===== src/rtl/cache_pkg.sv =====
// ============================================================================
// Module : cache_pkg
// Brief  : Shared FSM state type and address-field width helpers for the
//          2-way set-associative data cache.
// Rev    : 1.0
// ============================================================================
`default_nettype none

package cache_pkg;

    typedef enum logic [1:0] {
        IDLE      = 2'd0,
        WRITEBACK = 2'd1,
        FETCH     = 2'd2,
        REFILL    = 2'd3
    } state_t;

    function automatic int offset_w(input int words);
        return $clog2(words);
    endfunction

    function automatic int index_w(input int sets);
        return $clog2(sets);
    endfunction

    function automatic int tag_w(input int addr_w, input int words, input int sets);
        return addr_w - $clog2(words) - $clog2(sets);
    endfunction

endpackage

`default_nettype wire


===== src/rtl/cache_way.sv =====
// ============================================================================
// Module : cache_way
// Brief  : One way of the cache: per-set valid/dirty/tag bits and block data,
//          with an index lookup port and a word-write / block-refill port.
// Rev    : 1.0
// ============================================================================
`default_nettype none

module cache_way
    import cache_pkg::*;
#(
    parameter  int DATA_W   = 8,
    parameter  int WORDS    = 4,
    parameter  int SETS     = 4,
    parameter  int TAG_W    = 4,
    localparam int OFFSET_W = offset_w(WORDS),
    localparam int INDEX_W  = index_w(SETS),
    localparam int BLOCK_W  = DATA_W * WORDS
) (
    input  logic                CLK,
    input  logic                RESET,
    input  logic [INDEX_W-1:0]  index,
    output logic                valid,
    output logic                dirty,
    output logic [TAG_W-1:0]    tag,
    output logic [BLOCK_W-1:0]  block,
    input  logic                word_we,
    input  logic [OFFSET_W-1:0] word_off,
    input  logic [DATA_W-1:0]   word_data,
    input  logic                refill_we,
    input  logic [TAG_W-1:0]    refill_tag,
    input  logic [BLOCK_W-1:0]  refill_block
);

    logic [SETS-1:0]    valid_q, valid_d;
    logic [SETS-1:0]    dirty_q, dirty_d;
    logic [TAG_W-1:0]   tag_q  [SETS];
    logic [BLOCK_W-1:0] data_q [SETS];

    assign valid = valid_q[index];
    assign dirty = dirty_q[index];
    assign tag   = tag_q[index];
    assign block = data_q[index];

    always_comb begin
        valid_d = valid_q;
        dirty_d = dirty_q;
        if (refill_we) begin
            valid_d[index] = 1'b1;
            dirty_d[index] = 1'b0;
        end else if (word_we) begin
            dirty_d[index] = 1'b1;
        end
    end

    always_ff @(posedge CLK) begin
        if (RESET) begin
            valid_q <= '0;
            dirty_q <= '0;
        end else begin
            valid_q <= valid_d;
            dirty_q <= dirty_d;
        end
    end

    // Tag and data need no reset: they are meaningless while valid is clear.
    always_ff @(posedge CLK) begin
        if (refill_we) begin
            tag_q[index]  <= refill_tag;
            data_q[index] <= refill_block;
        end else if (word_we) begin
            data_q[index][word_off*DATA_W +: DATA_W] <= word_data;
        end
    end

endmodule

`default_nettype wire


===== src/rtl/assoc_dcache.sv =====
// ============================================================================
// Module : assoc_dcache
// Brief  : 2-way set-associative write-back, write-allocate data cache with
//          per-set LRU replacement and saturating hit/miss counters.
// Rev    : 1.0
// ============================================================================
`default_nettype none

module assoc_dcache
    import cache_pkg::*;
#(
    parameter  int ADDR_W   = 8,
    parameter  int DATA_W   = 8,
    parameter  int WORDS    = 4,
    parameter  int SETS     = 4,
    parameter  int CNT_W    = 16,
    localparam int OFFSET_W = offset_w(WORDS)
) (
    input  logic                       CLK,
    input  logic                       RESET,
    input  logic                       read,
    input  logic                       write,
    input  logic [ADDR_W-1:0]          address,
    input  logic [DATA_W-1:0]          writedata,
    output logic [DATA_W-1:0]          readdata,
    output logic                       busywait,
    output logic                       mem_read,
    output logic                       mem_write,
    output logic [ADDR_W-OFFSET_W-1:0] mem_address,
    output logic [DATA_W*WORDS-1:0]    mem_writedata,
    input  logic [DATA_W*WORDS-1:0]    mem_readdata,
    input  logic                       mem_busywait,
    output logic [CNT_W-1:0]           hit_count,
    output logic [CNT_W-1:0]           miss_count
);

    localparam int INDEX_W = index_w(SETS);
    localparam int TAG_W   = tag_w(ADDR_W, WORDS, SETS);
    localparam int BLOCK_W = DATA_W * WORDS;
    localparam int MADDR_W = ADDR_W - OFFSET_W;

    logic [OFFSET_W-1:0] offset;
    logic [INDEX_W-1:0]  index;
    logic [TAG_W-1:0]    tag;

    assign offset = address[OFFSET_W-1:0];
    assign index  = address[OFFSET_W +: INDEX_W];
    assign tag    = address[ADDR_W-1 -: TAG_W];

    state_t              state_q, state_d;
    logic [SETS-1:0]     lru_q, lru_d;
    logic                victim_q, victim_d;
    logic                retry_q, retry_d;
    logic                mem_read_q, mem_read_d;
    logic                mem_write_q, mem_write_d;
    logic [MADDR_W-1:0]  mem_address_q, mem_address_d;
    logic [BLOCK_W-1:0]  mem_writedata_q, mem_writedata_d;
    logic [BLOCK_W-1:0]  fill_buf_q, fill_buf_d;
    logic [CNT_W-1:0]    hit_count_q, hit_count_d;
    logic [CNT_W-1:0]    miss_count_q, miss_count_d;

    logic [1:0]          way_valid, way_dirty, way_hit, way_word_we, way_refill_we;
    logic [TAG_W-1:0]    way_tag   [2];
    logic [BLOCK_W-1:0]  way_block [2];

    for (genvar w = 0; w < 2; w++) begin : g_way
        cache_way #(
            .DATA_W (DATA_W),
            .WORDS  (WORDS),
            .SETS   (SETS),
            .TAG_W  (TAG_W)
        ) u_way (
            .CLK          (CLK),
            .RESET        (RESET),
            .index        (index),
            .valid        (way_valid[w]),
            .dirty        (way_dirty[w]),
            .tag          (way_tag[w]),
            .block        (way_block[w]),
            .word_we      (way_word_we[w]),
            .word_off     (offset),
            .word_data    (writedata),
            .refill_we    (way_refill_we[w]),
            .refill_tag   (tag),
            .refill_block (fill_buf_q)
        );
        assign way_hit[w]       = way_valid[w] && (way_tag[w] == tag);
        assign way_word_we[w]   = (state_q == IDLE) && write && way_hit[w];
        assign way_refill_we[w] = (state_q == REFILL) && (victim_q == 1'(w));
    end

    logic               access, hit, hit_way, idle_hit, victim_sel;
    logic [BLOCK_W-1:0] hit_block;

    assign access     = read | write;
    assign hit        = access && (way_hit != 2'b00);
    assign hit_way    = way_hit[1];
    assign idle_hit   = (state_q == IDLE) && hit;
    assign hit_block  = hit_way ? way_block[1] : way_block[0];
    assign victim_sel = !way_valid[0] ? 1'b0 : (!way_valid[1] ? 1'b1 : lru_q[index]);

    assign readdata      = idle_hit ? hit_block[offset*DATA_W +: DATA_W] : '0;
    assign busywait      = access && !idle_hit;
    assign mem_read      = mem_read_q;
    assign mem_write     = mem_write_q;
    assign mem_address   = mem_address_q;
    assign mem_writedata = mem_writedata_q;
    assign hit_count     = hit_count_q;
    assign miss_count    = miss_count_q;

    always_comb begin
        state_d         = state_q;
        lru_d           = lru_q;
        victim_d        = victim_q;
        retry_d         = retry_q;
        mem_read_d      = mem_read_q;
        mem_write_d     = mem_write_q;
        mem_address_d   = mem_address_q;
        mem_writedata_d = mem_writedata_q;
        fill_buf_d      = fill_buf_q;
        hit_count_d     = hit_count_q;
        miss_count_d    = miss_count_q;
        case (state_q)
            IDLE: begin
                if (hit) begin
                    lru_d[index] = ~hit_way;
                    // The retry that completes a miss is not a separate hit.
                    if (retry_q)
                        retry_d = 1'b0;
                    else if (hit_count_q != '1)
                        hit_count_d = hit_count_q + 1'b1;
                end else if (access) begin
                    victim_d = victim_sel;
                    if (miss_count_q != '1)
                        miss_count_d = miss_count_q + 1'b1;
                    if (way_valid[victim_sel] && way_dirty[victim_sel]) begin
                        state_d         = WRITEBACK;
                        mem_write_d     = 1'b1;
                        mem_address_d   = {way_tag[victim_sel], index};
                        mem_writedata_d = way_block[victim_sel];
                    end else begin
                        state_d       = FETCH;
                        mem_read_d    = 1'b1;
                        mem_address_d = {tag, index};
                    end
                end
            end
            WRITEBACK: begin
                if (!mem_busywait) begin
                    state_d       = FETCH;
                    mem_write_d   = 1'b0;
                    mem_read_d    = 1'b1;
                    mem_address_d = {tag, index};
                end
            end
            FETCH: begin
                if (!mem_busywait) begin
                    state_d    = REFILL;
                    mem_read_d = 1'b0;
                    fill_buf_d = mem_readdata;
                end
            end
            REFILL: begin
                state_d = IDLE;
                retry_d = 1'b1;
            end
            default: state_d = IDLE;
        endcase
    end

    always_ff @(posedge CLK) begin
        if (RESET) begin
            state_q         <= IDLE;
            lru_q           <= '0;
            victim_q        <= 1'b0;
            retry_q         <= 1'b0;
            mem_read_q      <= 1'b0;
            mem_write_q     <= 1'b0;
            mem_address_q   <= '0;
            mem_writedata_q <= '0;
            fill_buf_q      <= '0;
            hit_count_q     <= '0;
            miss_count_q    <= '0;
        end else begin
            state_q         <= state_d;
            lru_q           <= lru_d;
            victim_q        <= victim_d;
            retry_q         <= retry_d;
            mem_read_q      <= mem_read_d;
            mem_write_q     <= mem_write_d;
            mem_address_q   <= mem_address_d;
            mem_writedata_q <= mem_writedata_d;
            fill_buf_q      <= fill_buf_d;
            hit_count_q     <= hit_count_d;
            miss_count_q    <= miss_count_d;
        end
    end

endmodule

`default_nettype wire


===== config.mk =====
export PLATFORM = sky130hd
export DESIGN_NAME = assoc_dcache
export DESIGN_NICKNAME = d
export VERILOG_FILES = /design/src/rtl/cache_pkg.sv /design/src/rtl/cache_way.sv /design/src/rtl/assoc_dcache.sv
export SDC_FILE = /design/constraint.sdc
export NUM_CORES = 1
export LEC_CHECK = 0
export ABC_CLOCK_PERIOD_IN_PS = 3600
export BUFFER_PORTS_ARGS = -buffer_cell sky130_fd_sc_hd__buf_4
export CAP_MARGIN = 20
export CORE_MARGIN = 1
export CORE_UTILIZATION = 25
export CTS_BUF_LIST = sky130_fd_sc_hd__clkbuf_8
export DETAILED_ROUTE_END_ITERATION = 6
export GPL_ROUTABILITY_DRIVEN = 0
export PLACE_DENSITY = 0.39
export SLEW_MARGIN = 30
export SYNTH_ARGS = -nofsm -noshare
export SYNTH_HDL_FRONTEND = slang
export SYNTH_SLANG_ARGS = --single-unit

===== constraint.sdc =====
create_clock -name CLK -period 3.6 [get_ports CLK]
set_input_delay 0.36 -clock CLK [delete_from_list [all_inputs] [get_ports CLK]]
set_output_delay 0.36 -clock CLK [all_outputs]
set_load 0.02 [all_outputs]

==> results of run 1 <==
## Yosys cell counts (3+ instances only)
| cell type | instances | share of area, % |
|---|---|---|
| mux2i_1 | 43 | 2.4 |
| nor3_1 | 21 | 0.59 |
| buf_1 | 7 | 0.15 |
| and4_1 | 3 | 0.15 |
| dfxtp_1 | 128 | 14 |
| nor2_1 | 104 | 2.2 |
| edfxtp_1 | 288 | 48 |
| xnor2_1 | 11 | 0.54 |
| nand2_1 | 237 | 5.0 |
| or4_1 | 3 | 0.13 |
| ha_1 | 12 | 0.84 |
| buf_4 | 7 | 0.29 |
| buf_2 | 19 | 0.53 |
| o31ai_1 | 4 | 0.17 |
| nor2b_1 | 5 | 0.17 |
| a31oi_1 | 6 | 0.21 |
| mux2_2 | 6 | 0.38 |
| a211oi_2 | 32 | 2.2 |
| xor2_1 | 22 | 1.1 |
| nor3b_1 | 5 | 0.21 |
| o211ai_1 | 3 | 0.13 |
| nand3_1 | 30 | 0.84 |
| buf_6 | 3 | 0.19 |
| o21ai_0 | 70 | 2.0 |
| inv_1 | 11 | 0.23 |
| nand4_1 | 13 | 0.45 |
| o311a_1 | 8 | 0.45 |
| and2_1 | 5 | 0.17 |
| a21oi_1 | 114 | 3.2 |
| clkbuf_1 | 60 | 1.3 |
| nand2b_1 | 7 | 0.24 |
| and3_1 | 9 | 0.31 |
| a311oi_1 | 5 | 0.24 |
| mux4_2 | 76 | 9.5 |
| nand3b_1 | 3 | 0.13 |
## power by group through the flow
stage,clock network [uW],logic (uW),registers [uW]
after global placement,0,1410,5560
after global routing,4710,1580,5480
after floorplan,0,782,5560
after CTS,4540,1460,5460
final,4370,1420,5460
after detailed placement,0,1410,5560
## path summary, 6_finish.rpt
kind	endpoint	slack [ns]	cells past startpoint
setup reg to reg	g_way[1].u_way.data_q[1][7]$_DFFE_PP_	0.50	9
setup / recovery	readdata[3]	0.05	10
hold reg to reg	g_way[0].u_way.valid_q[1]$_SDFFE_PP0P_	0.47	2
hold / removal	miss_count[0]$_SDFFE_PP0P_	0.05	2
## timing repair
item / 4_1_cts / 5_1_grt
gates cloned: 1 / 1
hold buffers: 36 / 0
buffers inserted: 4 / 0
endpoints found under the setup margin: 8 / 8
pin swaps: 6 / 8
resized for setup: 22 / 17
hold endpoints to repair: 64 / 0
## cell families after synthesis
group	synth area share (%)
buf+inv	2.64
fa+ha+maj	0.837
xor+xnor	1.61
compound gates	9.02
flops	62.5
mux	12.3
simple gates	11.0
## routing by layer
metal | part of all wire [%] | track usage, % | vias to the layer above
met3 | 5.3 | 3.52 | 103
met5 | 0 | 0 | -
met4 | 3.6 | 6.41 | 0
met1 | 46 | 20.6 | 6169
met2 | 45 | 23.9 | 311
li1 | - | - | 5700
## registers in the layout, indices dropped and copies added, names as in the netlist, 2 cells and up, named ones only
signal               flops
g_way.u_way.data_q     256
fill_buf_q              32
g_way.u_way.tag_q       32
mem_writedata           32
hit_count               16
miss_count              16
g_way.u_way.valid_q      8
mem_address              6
lru_q                    4
state_q                  2
## through the flow
step / utilization (%) / power [uW] / cell area (um2) / std cells / hold WS (ns)
finish: 32.0 / 11300 / 22600 / 2649 / 0.0512
CTS: 31.8 / 11500 / 22400 / 2646 / 0.0181
floorplan: - / 6340 / 17900 / 1399 / 0.435
detailed placement: 29.0 / 6970 / 20400 / 2465 / 0.458
global placement: 29.0 / 6970 / 20400 / 2465 / 0.452
global route: 32.0 / 11800 / 22600 / 2649 / 0.0309
## layout make-up
type	count	area, um2
diodes	1	2.50
clock buffers	87	1200
clock inverters	53	278
fillers	7128	47900
inverters	11	41.3
multi-input cells	876	6400
flip-flops and latches	416	11200
well taps	940	1180
repair buffers	265	2270
==> results.cfg, run 1 <==
[run_status]
status = finished clean

[detailed_routing]
drt.antenna.violating_nets = 0
avgViaCountPerCell = 4.64
route.detailed.drc = 0
routedWlPerCell_um = 21.3
wl_um = 56400
route.vias.total = 12300
initialDrtViolationCount = 698
firstDrtPassIters = 5

[critical_path]
rr_startpoint = g_way[1].u_way.tag_q[0][0]$_DFFE_PP_
cpPeakStageDelay_ns = 0.52
cp-startpoint = g_way[1].u_way.tag_q[0][0]$_DFFE_PP_
critPathCaptureType = output pin
path_class = reg -> out
critical-path-slowest-cell = mux4_2
worst_setup_path_start_kind = flop
crit_chain = mux4_2 > xor2_2 > nor4_4 > buf_4 > and2_4 > buf_12 > nand2_1 > a21oi_2 > o311a_1 > buf_6
cp.buffers_inverters = 3
required_ns = 3.24
worst-path-max-fanout = 18
critPathArrivalTime_ns = 3.19
cp_top_family = multiplexers

[timing]
fin_ws_ns = 0.0466
rsz0062_at_grt = true
fmax_mhz = 281
max_slew_margin_pct = 45.0
fin_crit_sh_pct = 98.7
finClkSkew_ns = 0.0413
finalHoldViolCount = 0
setup_viol = 0
period_minus_slack_ns = 3.55
slew_viol_final = 0
worst_pin_slew_ns = 0.822
tns_ns = 0

[power]
p_sw_uw = 3090
cellLeakagePower_uw = 0.00804
comb_power_share_pct = 12.6
ir_drop_v = 0.000280
power.internal_uw = 8170
power_density_nw_per_um2 = 499
p_seq_share_pct = 48.5
clkPwrFrac_pct = 38.9
p_sw_share_pct = 27.4

[synthesis]
synth.avg_cell_area_um2 = 12.8
synth_top_flop_cell = edfxtp_1
synth_cells = 1399
async_reset_ff_share_pct = 0
ys_seq_elements = 416
ys_seq_area_share_pct = 62.5
synth_nets = 1464
ys_warn_count = 0
synth_area_um2 = 17900
synth_edf_count = 288
synth_cell_type_count = 51

[clock_tree]
clk-insertion-delay-late_ns = 0.66
clk_pin_slew_ns = 0.05
cts_tree = built
clock_path_buffers = 3
htreeDepth = 3
clock-root-buffer = clkbuf_8
numClockSinks = 416
cts_buffers = 77

[floorplan]
std_cell_rows = 97
die-area_um2 = 72800
die_x_um = 270
core_area_um2 = 70500
die-height_um = 270
ios = 134
start_util_pct = 25.4

[final_layout]
layout_common_cells = edfxtp_1, nand2_1, buf_4
layout_commonest_cell = edfxtp_1
final_layout_size_suffix_gt1_share_pct = 28.1
nNetsFinal = 1712
syn2layout_area_growth_pct = 25.9

[grt]
grt_pass1_wl_um = 82900
grt_max_degree = 97
antenna_found_initial = 1
grt_pass1_vias = 12600
gr-total-overflow = 0
grtUsageTotal_pct = 15.4

[hold_path]
hold_start = RESET
hold_path_class = in -> reg

[place]
dp_slack_ns = 0.0715
hpwl_um = 37900
portBuffers = 133

[flow_run]
maxCapViolCount = 0
Power figures use the tool's default switching activity.
==> inputs of run 2 (changes only) <==
MAX_ROUTING_LAYER = met4   (was default)
==> results.cfg, run 2 (synthesis results as in run 1) <==
[timing]
fmax_mhz = 283
worst_pin_slew_ns = 0.845
period_minus_slack_ns = 3.54
rsz0062_at_grt = true
setup_viol = 0
slew_viol_final = 0
finClkSkew_ns = 0.0438
max_slew_margin_pct = 43.5
tns_ns = 0
finalHoldViolCount = 0
fin_crit_sh_pct = 98.2

[floorplan]
die-area_um2 = 72800
start_util_pct = 25.4
core_area_um2 = 70500
std_cell_rows = 97
ios = 134
die-height_um = 270
die_x_um = 270

[clock_tree]
cts_tree = built
numClockSinks = 416
clock-root-buffer = clkbuf_8
htreeDepth = 3
clock_path_buffers = 3
clk-insertion-delay-late_ns = 0.66
cts_buffers = 77
clk_pin_slew_ns = 0.05

[hold_path]
hold_path_class = in -> reg

[grt]
grt_pass1_vias = 12600
gr-total-overflow = 0
antenna_found_initial = 1
grt_max_degree = 97
grt_pass1_wl_um = 82800
grtUsageTotal_pct = 15.9

[run_status]
status = finished clean

[power]
ir_drop_v = 0.000280
cellLeakagePower_uw = 0.00804
p_total_uw = 11200
power_density_nw_per_um2 = 498

[critical_path]
critPathCaptureType = output pin
worst-path-max-fanout = 18
critPathArrivalTime_ns = 3.18
required_ns = 3.24
reg2reg_slack_ns = 0.53
worst_setup_path_start_kind = flop
path_class = reg -> out

[detailed_routing]
route.vias.total = 12300
avgViaCountPerCell = 4.64
firstDrtPassIters = 5
routedWlPerCell_um = 21.2
initialDrtViolationCount = 708
wl_um = 56300
drt.antenna.violating_nets = 0
route.detailed.drc = 0

[final_layout]
largest_register_ffs = 256
nNetsFinal = 1712
syn2layout_area_growth_pct = 25.9
stdcell_count = 2649
layout_commonest_cell = edfxtp_1
regMostFlops = g_way.u_way.data_q
final_layout_size_suffix_gt1_share_pct = 28.1
layout_common_cells = edfxtp_1, nand2_1, buf_4

[place]
portBuffers = 133
dp_cells = 2465
hpwl_um = 37900

[flow_run]
maxCapViolCount = 0
[run 2: cell counts in the layout (fill, tap and decap cells not counted)]
Identical to the previous run, type by type.
[run 2: final timing paths]
| path | startpoint | to | cells after the start |
|---|---|---|---|
| setup / recovery | g_way[1].u_way.tag_q[0][0]$_DFFE_PP_ | readdata[3] | 10 |
| hold / removal | RESET | miss_count[0]$_SDFFE_PP0P_ | 2 |
| setup reg to reg | g_way[1].u_way.tag_q[0][0]$_DFFE_PP_ | g_way[1].u_way.data_q[1][7]$_DFFE_PP_ | 9 |
| hold reg to reg | g_way[1].u_way.valid_q[2]$_SDFFE_PP0P_ | g_way[1].u_way.valid_q[2]$_SDFFE_PP0P_ | 2 |
[run 2: final cells by class]
class	instances	area, um2
well taps	940	1180
diodes	1	2.50
clock inverters	53	278
flip-flops and latches	416	11200
repair buffers	265	2270
fillers	7128	47900
multi-input cells	876	6400
clock buffers	87	1200
inverters	11	41.3
[run 2: worst max-delay path: stages, from the launching register on]
cell      delay [ns]
edfxtp_1        0.37
mux4_2          0.51
xor2_2          0.18
nor4_4          0.26
buf_4           0.18
and2_4          0.17
buf_12          0.15
nand2_1         0.08
a21oi_2         0.23
o311a_1         0.26
buf_6           0.13
[run 2: layer usage]
| metal | share of wire (%) | global-route usage (%) |
|---|---|---|
| met5 | 0 | - |
| met4 | 3.6 | 6.44 |
| met3 | 5.0 | 3.25 |
| met2 | 45 | 24.0 |
| met1 | 46 | 20.7 |
[run 2: through the flow]
step           setup WS, ns  util, %  instance area [um2]  hold WS (ns)
4_1_cts             -0.0580     31.8                22400        0.0181
3_3_place_gp         0.0602     29.0                20400         0.452
2_1_floorplan         0.521        -                17900         0.435
3_5_place_dp         0.0715     29.0                20400         0.458
5_1_grt             -0.0668     32.0                22600        0.0301
6_report             0.0643     32.0                22600        0.0566
[run 2: what timing repair did]
item,4_1_cts,5_1_grt
pin swaps,6,7
setup endpoints to repair,8,8
gates resized for setup,22,18
gates cloned,1,1
hold buffers,36,0
buffers inserted,4,0
hold endpoints to repair,64,0
[run 2: power breakdown]
group	switching, uW	total [uW]	internal, uW
Combinational	914	1420	509
Clock	2060	4370	2300
Sequential	99.3	5460	5360
